$ cat src/rtl/ysyx_22050039_seq_ctrl_pkg.sv
// Shared definitions for the multi-cycle sequencer: state codes, trap causes
// and the latched decoder flags.
package ysyx_22050039_seq_ctrl_pkg;

  localparam int unsigned STATE_W = 3;
  localparam int unsigned CAUSE_W = 2;

  typedef enum logic [STATE_W-1:0] {
    ST_FETCH  = 3'd0,
    ST_DECODE = 3'd1,
    ST_EXEC   = 3'd2,
    ST_MEM    = 3'd3,
    ST_WB     = 3'd4,
    ST_HALT   = 3'd5,
    ST_TRAP   = 3'd6
  } state_e;

  typedef enum logic [CAUSE_W-1:0] {
    CAUSE_NONE = 2'd0,
    CAUSE_ILL  = 2'd1,
    CAUSE_IFTO = 2'd2,
    CAUSE_DMTO = 2'd3
  } cause_e;

  // Decoder outputs captured in DECODE; later states look only at these.
  typedef struct packed {
    logic wreg;
    logic wpc;
    logic mem;
    logic store;
  } dec_flags_t;

endpackage

$ cat src/rtl/ysyx_22050039_wait_timer.sv
// Response wait counter shared by FETCH and MEM; o_expired flags that the
// count has reached TIMEOUT.
module ysyx_22050039_wait_timer #(
  parameter int unsigned CNT_W   = 8,
  parameter int unsigned TIMEOUT = 255
) (
  input  logic clk,
  input  logic rst,
  input  logic i_clr,
  input  logic i_en,
  output logic o_expired
);

  logic [CNT_W-1:0] r_cnt;

  always_ff @(posedge clk) begin
    if (!rst) begin
      r_cnt <= '0;
    end else if (i_clr) begin
      r_cnt <= '0;
    end else if (i_en) begin
      r_cnt <= r_cnt + CNT_W'(1);
    end
  end

  assign o_expired = (r_cnt == CNT_W'(TIMEOUT));

endmodule

$ cat src/rtl/ysyx_22050039_seq_ctrl.sv
// Multi-cycle instruction sequencer: FETCH/DECODE/EXEC/[MEM]/WB with write strobes.
// Optional cycle/instret counters under YSYX_22050039_PERF_CNT_EN.
module ysyx_22050039_seq_ctrl
  import ysyx_22050039_seq_ctrl_pkg::*;
#(
  parameter int unsigned TIMEOUT = 255,
  parameter int unsigned CNT_W   = 8,
  parameter int unsigned XLEN    = 64
) (
  input  logic               clk,
  input  logic               rst,
`ifdef YSYX_22050039_PERF_CNT_EN
  output logic [XLEN-1:0]    cycle_cnt,
  output logic [XLEN-1:0]    instret_cnt,
`endif
  output logic               imem_req,
  input  logic               imem_rvalid,
  output logic               ir_wen,
  input  logic               dec_wreg,
  input  logic               dec_wpc,
  input  logic               dec_mem,
  input  logic               dec_store,
  input  logic               dec_ebreak,
  input  logic               dec_invalid,
  output logic               dmem_req,
  output logic               dmem_we,
  input  logic               dmem_done,
  output logic               reg_wen,
  output logic               pc_wen,
  output logic               pc_inc,
  output logic               halt,
  output logic               trap,
  output logic [CAUSE_W-1:0] trap_cause,
  output logic [STATE_W-1:0] state
);

  if ((2 ** CNT_W) <= TIMEOUT || XLEN == 0) begin : g_bad_params
    $error("seq_ctrl: CNT_W too narrow for TIMEOUT, or XLEN is zero");
  end

  state_e     r_state;
  dec_flags_t r_flags;
  logic       r_halt;
  logic       r_trap;
  cause_e     r_cause;

  logic w_wait_st;
  logic w_resp;
  logic w_expired;

  // Counter runs only while waiting in FETCH/MEM; any response or other state clears it.
  assign w_wait_st = (r_state == ST_FETCH) || (r_state == ST_MEM);
  assign w_resp    = (r_state == ST_FETCH) ? imem_rvalid : dmem_done;

  ysyx_22050039_wait_timer #(
    .CNT_W   (CNT_W),
    .TIMEOUT (TIMEOUT)
  ) u_wait_timer (
    .clk       (clk),
    .rst       (rst),
    .i_clr     (!w_wait_st || w_resp),
    .i_en      (w_wait_st && !w_resp),
    .o_expired (w_expired)
  );

  always_ff @(posedge clk) begin
    if (!rst) begin
      r_state <= ST_FETCH;
      r_flags <= '0;
      r_halt  <= 1'b0;
      r_trap  <= 1'b0;
      r_cause <= CAUSE_NONE;
    end else begin
      case (r_state)
        ST_FETCH: begin
          if (imem_rvalid) begin
            r_state <= ST_DECODE;
          end else if (w_expired) begin
            r_state <= ST_TRAP;
            r_trap  <= 1'b1;
            r_cause <= CAUSE_IFTO;
          end
        end
        ST_DECODE: begin
          r_flags <= '{wreg: dec_wreg, wpc: dec_wpc, mem: dec_mem,
                       store: dec_mem & dec_store};
          if (dec_invalid) begin
            r_state <= ST_TRAP;
            r_trap  <= 1'b1;
            r_cause <= CAUSE_ILL;
          end else if (dec_ebreak) begin
            r_state <= ST_HALT;
            r_halt  <= 1'b1;
          end else begin
            r_state <= ST_EXEC;
          end
        end
        ST_EXEC: r_state <= r_flags.mem ? ST_MEM : ST_WB;
        ST_MEM: begin
          if (dmem_done) begin
            r_state <= ST_WB;
          end else if (w_expired) begin
            r_state <= ST_TRAP;
            r_trap  <= 1'b1;
            r_cause <= CAUSE_DMTO;
          end
        end
        ST_WB:   r_state <= ST_FETCH;
        ST_HALT: r_state <= ST_HALT;
        ST_TRAP: r_state <= ST_TRAP;
        default: begin
          r_state <= ST_TRAP;
          r_trap  <= 1'b1;
          r_cause <= CAUSE_ILL;
        end
      endcase
    end
  end

  // Requests and strobes decode straight from the state register; ir_wen also needs rvalid.
  assign imem_req   = (r_state == ST_FETCH);
  assign ir_wen     = (r_state == ST_FETCH) && imem_rvalid;
  assign dmem_req   = (r_state == ST_MEM);
  assign dmem_we    = (r_state == ST_MEM) && r_flags.store;
  assign reg_wen    = (r_state == ST_WB) && r_flags.wreg;
  assign pc_wen     = (r_state == ST_WB) && r_flags.wpc;
  assign pc_inc     = (r_state == ST_WB) && !r_flags.wpc;
  assign halt       = r_halt;
  assign trap       = r_trap;
  assign trap_cause = r_cause;
  assign state      = r_state;

`ifdef YSYX_22050039_PERF_CNT_EN
  logic [XLEN-1:0] r_cycle;
  logic [XLEN-1:0] r_instret;

  always_ff @(posedge clk) begin
    if (!rst) begin
      r_cycle   <= '0;
      r_instret <= '0;
    end else begin
      if (r_state != ST_HALT && r_state != ST_TRAP) r_cycle <= r_cycle + XLEN'(1);
      if (r_state == ST_WB) r_instret <= r_instret + XLEN'(1);
    end
  end

  assign cycle_cnt   = r_cycle;
  assign instret_cnt = r_instret;
`endif

endmodule

$ cat config.mk
export PLATFORM = sky130hd
export DESIGN_NAME = ysyx_22050039_seq_ctrl
export DESIGN_NICKNAME = d
export VERILOG_FILES = /design/src/rtl/ysyx_22050039_seq_ctrl_pkg.sv /design/src/rtl/ysyx_22050039_wait_timer.sv /design/src/rtl/ysyx_22050039_seq_ctrl.sv
export SDC_FILE = /design/constraint.sdc
export NUM_CORES = 1
export LEC_CHECK = 0
export ABC_CLOCK_PERIOD_IN_PS = 4200
export CAP_MARGIN = 20
export CORE_ASPECT_RATIO = 0.9
export CORE_MARGIN = 2
export CORE_UTILIZATION = 30
export CTS_BUF_LIST = sky130_fd_sc_hd__clkbuf_8
export CTS_CLUSTER_SIZE = 24
export DETAILED_ROUTE_END_ITERATION = 10
export PLACE_DENSITY_LB_ADDON = 0.12
export SLEW_MARGIN = 15
export SYNTH_ARGS = -nofsm -noshare
export SYNTH_HDL_FRONTEND = slang
export SYNTH_SLANG_ARGS = --single-unit
$ cat constraint.sdc
create_clock -name clk -period 4.2 [get_ports clk]
set_input_delay 0.84 -clock clk [delete_from_list [all_inputs] [get_ports clk]]
set_output_delay 0.84 -clock clk [all_outputs]
set_load 0.01 [all_outputs]
==> results of run 1 <==
## worst min-delay path, cell delays in order (launching register included)
cell and delay, ns:
dfxtp_1 0.31, nand2_1 0.04, a21boi_0 0.06
## through the flow
step           instance area (um^2)  cells  worst slack, ns  util [%]
2_1_floorplan                   932    107             2.18         -
3_3_place_gp                   1190    168             1.29      39.5
3_5_place_dp                   1190    168             1.27      39.5
4_1_cts                        1240    172             1.26      40.9
5_1_grt                        1240    172             1.13      40.9
6_report                       1240    172             1.28      40.9
## routing by layer
metal	wire length, um	part of all wire [%]	vias to the layer above	GRT usage [%]
met5	0	0	-	0
met4	8	0.39	0	2.86
met3	90	4.4	2	4.01
met2	904	44	19	18.3
met1	1040	51	370	16.7
li1	-	-	424	-
## cell usage after synthesis
library cell and number:
o2bb2ai_1 1, or2_0 1, nor2b_1 5, o21ai_0 3, o21ai_2 1, clkbuf_1 1, nor4_4 1, buf_4 2
nor2_1 13, and3_1 2, xnor2_1 4, nand2_2 1, and4_1 1, dfxtp_1 19, xor2_1 2, nor2_2 1
nand2b_1 2, o21a_1 1, a31oi_1 4, o21bai_1 1, inv_1 3, buf_2 1, and2_1 2, a21boi_0 5
a22oi_2 1, a21o_1 2, nor3_2 2, nor3_1 1, a21oi_1 2, o221a_1 1, nand2_1 9, nand3_1 6
o211a_1 1, ha_1 1, nand4_1 3, a211o_1 1
## where the power goes
part           leakage (nW)  switching [mW]  internal [mW]
Clock                0.0269          0.0601         0.0649
Sequential            0.154          0.0178          0.192
Combinational         0.254          0.0421         0.0510
## cell usage in the layout (no fill, tap or decap), drive strengths merged, types with 2 or more instances in the layout
cell and n:
dfxtp 19, xor2 2, nand2 10, nor2b 5
nand4 3, nor3 3, and2 2, a21oi 2
inv 4, clkdlybuf4s50 23, a31oi 4, clkbuf 3
nand3 6, a21boi 5, o21ai 4, and3 2
xnor2 4, a21o 2, nand2b 2, nor2 14
## worst paths after layout
| kind | from | end | slack [ns] | depth (start not counted) |
|---|---|---|---|---|
| worst max register to register | state[1] | trap_cause[0] | 2.61 | 4 |
| worst min-delay path | r_flags[3] | r_flags[3] | 0.46 | 2 |
| worst max-delay path | imem_rvalid | ir_wen | 1.28 | 3 |
| worst min register to register | r_flags[3] | r_flags[3] | 0.46 | 2 |
## cell families after synthesis
kind of cell	share of synthesized area (%)
adder cells (fa/ha/maj)	1.34
AO/OA/AOI/OAI	19.1
XOR/XNOR	5.64
AND/OR/NAND/NOR	29.4
buffers and inverters	3.76
flip-flops	40.8
## flip-flops by register name, summed over array words and instances, names as in the netlist
register            count
trap_cause              2
trap                    1
halt                    1
u_wait_timer.r_cnt      8
r_flags                 4
state                   3
## cell type report
cell class              count  area, um^2  area share, %
clock buffers               3        41.3           3.34
clock inverters             1        3.75          0.304
inverters                   3        11.3          0.911
multi-input cells          81         517           41.8
flip-flops and latches     19         380           30.8
well taps                  42        52.6           4.25
repair buffers             23         230           18.6
==> impl_metrics.json, run 1 <==
{
  "outcome": "completed",
  "synth_top_area_cell": "dfxtp_1",
  "hold_buffers": 0,
  "dieWidth_um": 62.8,
  "cts_buffer_depth": 2,
  "n_antenna_cell": 0,
  "avgSynthCellArea_um2": 8.71,
  "drv_slew": 0,
  "pin_count": 24,
  "p_leak_nw": 0.435,
  "num-fill-cells": 322,
  "worst_pin_slew_ns": 0.584,
  "setup_viol": 0,
  "path_class": "input port to primary output",
  "drive_above_1_share_pct": 7.69,
  "cts_tree": "built",
  "numPortBuffers": 23,
  "synth_area_um2": 932,
  "hold_path.class": "flop to flop",
  "cp_data_required_time_ns": 3.36,
  "wl_per_cell_um": 11.9,
  "synth_top_area_share_pct": 40.8,
  "yosysUniqueCellTypes": 36,
  "die_h_um": 56.9,
  "drt-initial-drc-count": 15,
  "fmax_mhz": 343,
  "cpMostUsedCell": "clkdlybuf4s50_1",
  "post_cts_buffers": 0,
  "period_share_pct": 69.4,
  "wl_um": 2040,
  "cts.sinks": 19,
  "cts_max_level": 1,
  "numCtsBuffers": 3,
  "crit_fanout": 3,
  "viasPerCell": 4.74,
  "dr.pass1.iters": 4,
  "cp.arrival_ns": 2.08,
  "grt_pass1_wl_um": 3480,
  "startpoint_type": "input port",
  "finalNetCount": 142,
  "fin_skew_ns": 0.00648,
  "min_period_ns": 2.92,
  "place_hpwl_um": 1540,
  "areaGrowthSynthToFinish_pct": 32.6,
  "routabilityCongestion": 0.741,
  "drcViolationCount": 0,
  "clkTransAtPathRegs_ns": 0.07,
  "hold_slack_ns": 0.464,
  "crit_path_max_incr_delay_ns": 0.53,
  "power_mw": 0.428,
  "yosysWarnings": 0,
  "clock_latency_ns": 0.25,
  "antenna_found_initial": 0,
  "ir_worst_vdd_mv": 0.157,
  "coreArea_um2": 3020,
  "routed-via-count": 815,
  "cap_violations": 0,
  "crit_family": "buffers and inverters",
  "netlist_top_cells_area": "dfxtp_1, nor2_1, a21boi_0, xnor2_1, nand2_1",
  "ys_ff_latch": 19,
  "syn_inst": 107,
  "grt.total_usage_pct": 12.1,
  "path_cells": "clkdlybuf4s50_1 > and2_1 > clkdlybuf4s50_1",
  "finalHoldViolations": 0,
  "cp_slowest_cell": "clkdlybuf4s50_1",
  "syn-num-nets": 118,
  "num_rows": 19,
  "ctsResizeCount": 0,
  "dieArea_um2": 3570,
  "final_antenna_net_count": 0,
  "clock-root-buffer": "clkbuf_8",
  "grt_start_max_net_pins": 17,
  "fin_tns_setup_ns": 0,
  "critPathCaptureType": "primary output",
  "worst-path-buf-inv": 2,
  "grt_pass1_vias": 747,
  "yosysSeqAreaShare_pct": 40.8,
  "relSlewSlack_pct": 61.0,
  "overflow": 0,
  "initial_core_util_pct": 30.9,
  "power_per_cell_area_nw_per_um2": 346,
  "rsz0062_at_grt": "no"
}
Note: power is estimated with default switching activity, not from simulation.
==> inputs of run 2 (changes only) <==
- ABC_CLOCK_PERIOD_IN_PS: 4200 -> 2900
- clock period: 4.2 -> 2.9 ns (I/O delays scaled with it)
==> run 2 against run 1 <==
  * Via count rose by 2.1%
  * Sequential power rose by 41%
  * Flip-flop and latch count did not move
  * Largest cell class unchanged
  * Register-to-register slack got worse by 1.3 ns
  * Clock power rose by 46%
  * Worst hold slack improved by 0.00060 ns
  * Cell area rose by 1.3%
  * Highest routed layer unchanged
  * Critical path depth rose by 1
  * Total power rose by 46%
==> impl_metrics.json, run 2 (synthesized netlist as in run 1, its figures left out) <==
{
  "p_clk_share_pct": 29.2,
  "grt_pass1_vias": 734,
  "whs_endpoint": "trap",
  "dieArea_um2": 3570,
  "ir_worst_vdd_mv": 0.203,
  "numPortBuffers": 23,
  "cts_tree": "built",
  "grt_pass1_wl_um": 3340,
  "die_h_um": 56.9,
  "antenna_found_initial": 0,
  "wl_per_cell_um": 11.5,
  "switching_share_pct": 28.0,
  "drt-initial-drc-count": 39,
  "pin_count": 24,
  "worst-path-buf-inv": 1,
  "wl_um": 2000,
  "place_area_um2": 1210,
  "p_int_mw": 0.451,
  "setup_viol": 0,
  "drv_slew": 0,
  "clock_latency_ns": 0.25,
  "fmax_mhz": 388,
  "overflow": 0,
  "rsz0062_at_grt": "no",
  "grt_start_max_net_pins": 16,
  "grt.total_usage_pct": 11.9,
  "setup_ws_ns": 0.321,
  "min_from": "trap",
  "fin_skew_ns": 0.00363,
  "power_frac_seq_pct": 47.2,
  "startpoint_type": "flop",
  "dr_wl_met3_um": 107,
  "crit_path_max_incr_delay_ns": 0.65,
  "drcViolationCount": 0,
  "top_register": "u_wait_timer.r_cnt",
  "cp_slowest_cell": "dfxtp_1",
  "rr_startpoint": "state[1]",
  "drive_above_1_share_pct": 9.85,
  "viasPerCell": 4.78,
  "clkTransAtPathRegs_ns": 0.07,
  "cap_violations": 0,
  "rrSetupSlack_ns": 1.30,
  "dieWidth_um": 62.8,
  "hold_buffers": 0,
  "dr.pass1.iters": 4,
  "place_hpwl_um": 1530,
  "cts.sinks": 19,
  "hold_slack_ns": 0.465,
  "outcome": "completed",
  "cts_max_level": 1,
  "final_antenna_net_count": 0,
  "numCtsBuffers": 3,
  "n_antenna_cell": 0,
  "finalHoldViolations": 0,
  "stdcell_area_um2": 1250,
  "power_per_cell_area_nw_per_um2": 500,
  "switching_power_mw": 0.175,
  "wl_met1_um": 1020,
  "r2r-end": "trap_cause[0]",
  "post_cts_buffers": 0,
  "path_cells": "nand2_2 > nor2_1 > and2_1 > clkdlybuf4s50_1",
  "largest_reg_flops": 8,
  "cp.arrival_ns": 2.00,
  "num-fill-cells": 318,
  "p_leak_nw": 0.444,
  "relSlewSlack_pct": 65.3,
  "hold_path.class": "flop to flop",
  "worst_pin_slew_ns": 0.520,
  "hold_depth": 1,
  "routed-via-count": 832,
  "wl_met2_um": 867,
  "layout_commonest_cell": "clkdlybuf4s50_1",
  "finalNetCount": 144,
  "clock-root-buffer": "clkbuf_8",
  "routabilityCongestion": 0.802,
  "reg2regPathDepth": 4,
  "crit_family": "flip-flops",
  "fin_tns_setup_ns": 0,
  "startpoint": "state[1]",
  "initial_core_util_pct": 30.9,
  "ctsResizeCount": 0,
  "combPwrFrac_pct": 23.6,
  "cp_data_required_time_ns": 2.32,
  "critPathCaptureType": "primary output",
  "num_rows": 19,
  "period_share_pct": 88.9,
  "coreArea_um2": 3020,
  "areaGrowthSynthToFinish_pct": 34.4,
  "path_class": "flop to primary output",
  "cts_buffer_depth": 2,
  "crit_fanout": 13,
  "post-place-ws_ns": 0.501,
  "min_period_ns": 2.58,
  "layout_common_cells": "clkdlybuf4s50_1, dfxtp_1, nor2_1, nand2_1, nand3_1",
  "routed.top_layer": "met4"
}
==> run 2: cell count changes in the layout (fill, tap and decap cells not counted) <==
cell,before,now
clkinv_2,0,1
buf_4,0,2
inv_1,4,3
==> run 2: how the worst max path moves through the flow <==
stage                     endpoint  cells past startpoint
final                      dmem_we                      4
after global routing       dmem_we                      4
after CTS                  dmem_we                      4
after detailed placement    ir_wen                      3
after global placement      ir_wen                      3
after floorplan            dmem_we                      4
==> run 2: metrics by stage <==
step / power [mW] / instances / util, %
final: 0.626 / 174 / 41.5
after detailed placement: 0.451 / 170 / 40.0
after global placement: 0.451 / 170 / 40.0
after floorplan: 0.383 / 107 / -
after CTS: 0.638 / 174 / 41.5
after global routing: 0.666 / 174 / 41.5
==> run 2: power by group through the flow <==
stage	logic (mW)	clock network [mW]	registers [mW]
finish	0.147	0.183	0.296
CTS	0.150	0.192	0.296
detailed placement	0.149	0	0.302
global route	0.161	0.207	0.299
global placement	0.149	0	0.302
floorplan	0.0805	0	0.303
==> run 2: cell type report <==
type	instances	area, um^2	share of cell area [%]
Clock inverter	1	5.00	0.400
Inverter	3	11.3	0.899
Multi-Input combinational cell	81	517	41.3
Sequential cell	19	380	30.4
Tap cell	42	52.6	4.20
Clock buffer	3	41.3	3.30
Timing Repair Buffer	25	245	19.6
==> run 2: metal layers <==
layer  vias to the layer above  GRT usage (%)
met4                         0           2.86
met2                        24           18.1
met1                       383           16.2
met5                         -              0
li1                        423              -
met3                         2           4.01
==> inputs of run 3 (changes only) <==
- PLACE_DENSITY_LB_ADDON: 0.12 -> not set
==> run 3 against run 2 <==
  * Cell count decreased by 0.57%
  * Critical path type unchanged
  * Die area did not move
  * Critical endpoint unchanged
  * Via count down 2.2%
==> impl_metrics.json, run 3 (synthesized netlist as in run 1, its figures left out) <==
{
  "viasPerCell": 4.71,
  "layout_commonest_cell": "clkdlybuf4s50_1",
  "place_hpwl_um": 1530,
  "dieWidth_um": 62.8,
  "layout_common_cells": "clkdlybuf4s50_1, dfxtp_1, nor2_1, nand2_1, nand3_1",
  "relSlewSlack_pct": 59.8,
  "ir_worst_vdd_mv": 0.247,
  "fmax_mhz": 382,
  "fin_tns_setup_ns": 0,
  "wl_per_cell_um": 11.5,
  "largest_reg_flops": 8,
  "hold_slack_ns": 0.464,
  "cp.arrival_ns": 2.04,
  "crit_path_max_incr_delay_ns": 0.71,
  "grt_pass1_wl_um": 3590,
  "dr.pass1.iters": 4,
  "worst-path-buf-inv": 1,
  "cts.sinks": 19,
  "drive_above_1_share_pct": 8.40,
  "grt_start_max_net_pins": 17,
  "path_class": "flop to primary output",
  "routabilityCongestion": 0.867,
  "n_antenna_cell": 0,
  "drcViolationCount": 0,
  "wl_um": 1990,
  "outcome": "completed",
  "startpoint_type": "flop",
  "critPathCaptureType": "primary output",
  "drv_slew": 0,
  "clock_latency_ns": 0.26,
  "pin_count": 24,
  "hold_buffers": 0,
  "path_cells": "nand2_2 > nor2_1 > and2_1 > clkdlybuf4s50_1",
  "post_cts_buffers": 0,
  "numPortBuffers": 23,
  "final_antenna_net_count": 0,
  "clkTransAtPathRegs_ns": 0.07,
  "crit_family": "flip-flops",
  "antenna_found_initial": 0,
  "power_mw": 0.622,
  "cp_data_required_time_ns": 2.32,
  "ctsResizeCount": 0,
  "cts_tree": "built",
  "setup_viol": 0,
  "crit_fanout": 16,
  "die_h_um": 56.9,
  "grt_pass1_vias": 780,
  "cts_buffer_depth": 2,
  "clock-root-buffer": "clkbuf_8",
  "power_per_cell_area_nw_per_um2": 500,
  "min_period_ns": 2.62,
  "dieArea_um2": 3570,
  "drt-initial-drc-count": 50,
  "routed-via-count": 814,
  "hold_path.class": "flop to flop",
  "rsz0062_at_grt": "no",
  "finalNetCount": 143,
  "period_share_pct": 90.3,
  "overflow": 0,
  "num_rows": 19,
  "grt.total_usage_pct": 12.6,
  "cp_slowest_cell": "dfxtp_1",
  "cap_violations": 0,
  "numCtsBuffers": 3,
  "top_register": "u_wait_timer.r_cnt",
  "worst_pin_slew_ns": 0.602,
  "fin_skew_ns": 0.00235,
  "coreArea_um2": 3020,
  "areaGrowthSynthToFinish_pct": 33.4,
  "finalHoldViolations": 0,
  "p_leak_nw": 0.440,
  "cts_max_level": 1,
  "initial_core_util_pct": 30.9
}
run 3: cell types whose count changed in the layout (fill, tap and decap cells not counted):
cell / before / now
clkinv_2: 1 / 0
buf_4: 2 / 1
inv_1: 3 / 4
run 3: final timing paths:
check             cells past startpoint       start  slack (ns)             to
hold reg to reg                       2  r_flags[0]        0.46     r_flags[0]
hold / removal                        2  r_flags[0]        0.46     r_flags[0]
setup / recovery                      4    state[0]        0.28        dmem_we
setup reg to reg                      4    state[1]        1.30  trap_cause[0]
run 3: layout make-up:
cell class                      instances  area, um^2
Tap cell                               42        52.6
Sequential cell                        19         380
Timing Repair Buffer                   24         238
Clock buffer                            3        41.3
Multi-Input combinational cell         81         517
Inverter                                3        11.3
Fill cell                             314        1780
Clock inverter                          1        3.75
run 3: worst register-to-register path: stages, from the launching register on:
cell and delay [ns]:
dfxtp_1 0.64, nor2_2 0.19, a31oi_1 0.29, a22oi_2 0.14, o221a_1 0.23
run 3: power breakdown:
group	internal (mW)	switching, mW	total (mW)
Clock	0.0942	0.0865	0.181
Combinational	0.0754	0.0626	0.138
Sequential	0.278	0.0250	0.303
run 3: per-stage QoR:
stage / worst slack [ns] / instances / instance area [um^2] / util, %
detailed placement: 0.499 / 169 / 1200 / 39.7
CTS: 0.256 / 173 / 1240 / 41.2
global placement: 0.517 / 169 / 1200 / 39.7
finish: 0.281 / 173 / 1240 / 41.2
global route: 0.117 / 173 / 1240 / 41.2
floorplan: 1.14 / 107 / 932 / -
run 3: per-layer routing:
metal  GRT usage [%]  share of wire (%)  up-vias
li1                -                  -      422
met1            16.5                 49      360
met2            20.0                 43       29
met3            4.21                6.9        3
met4            2.86               0.90        0
met5               0                  0        -
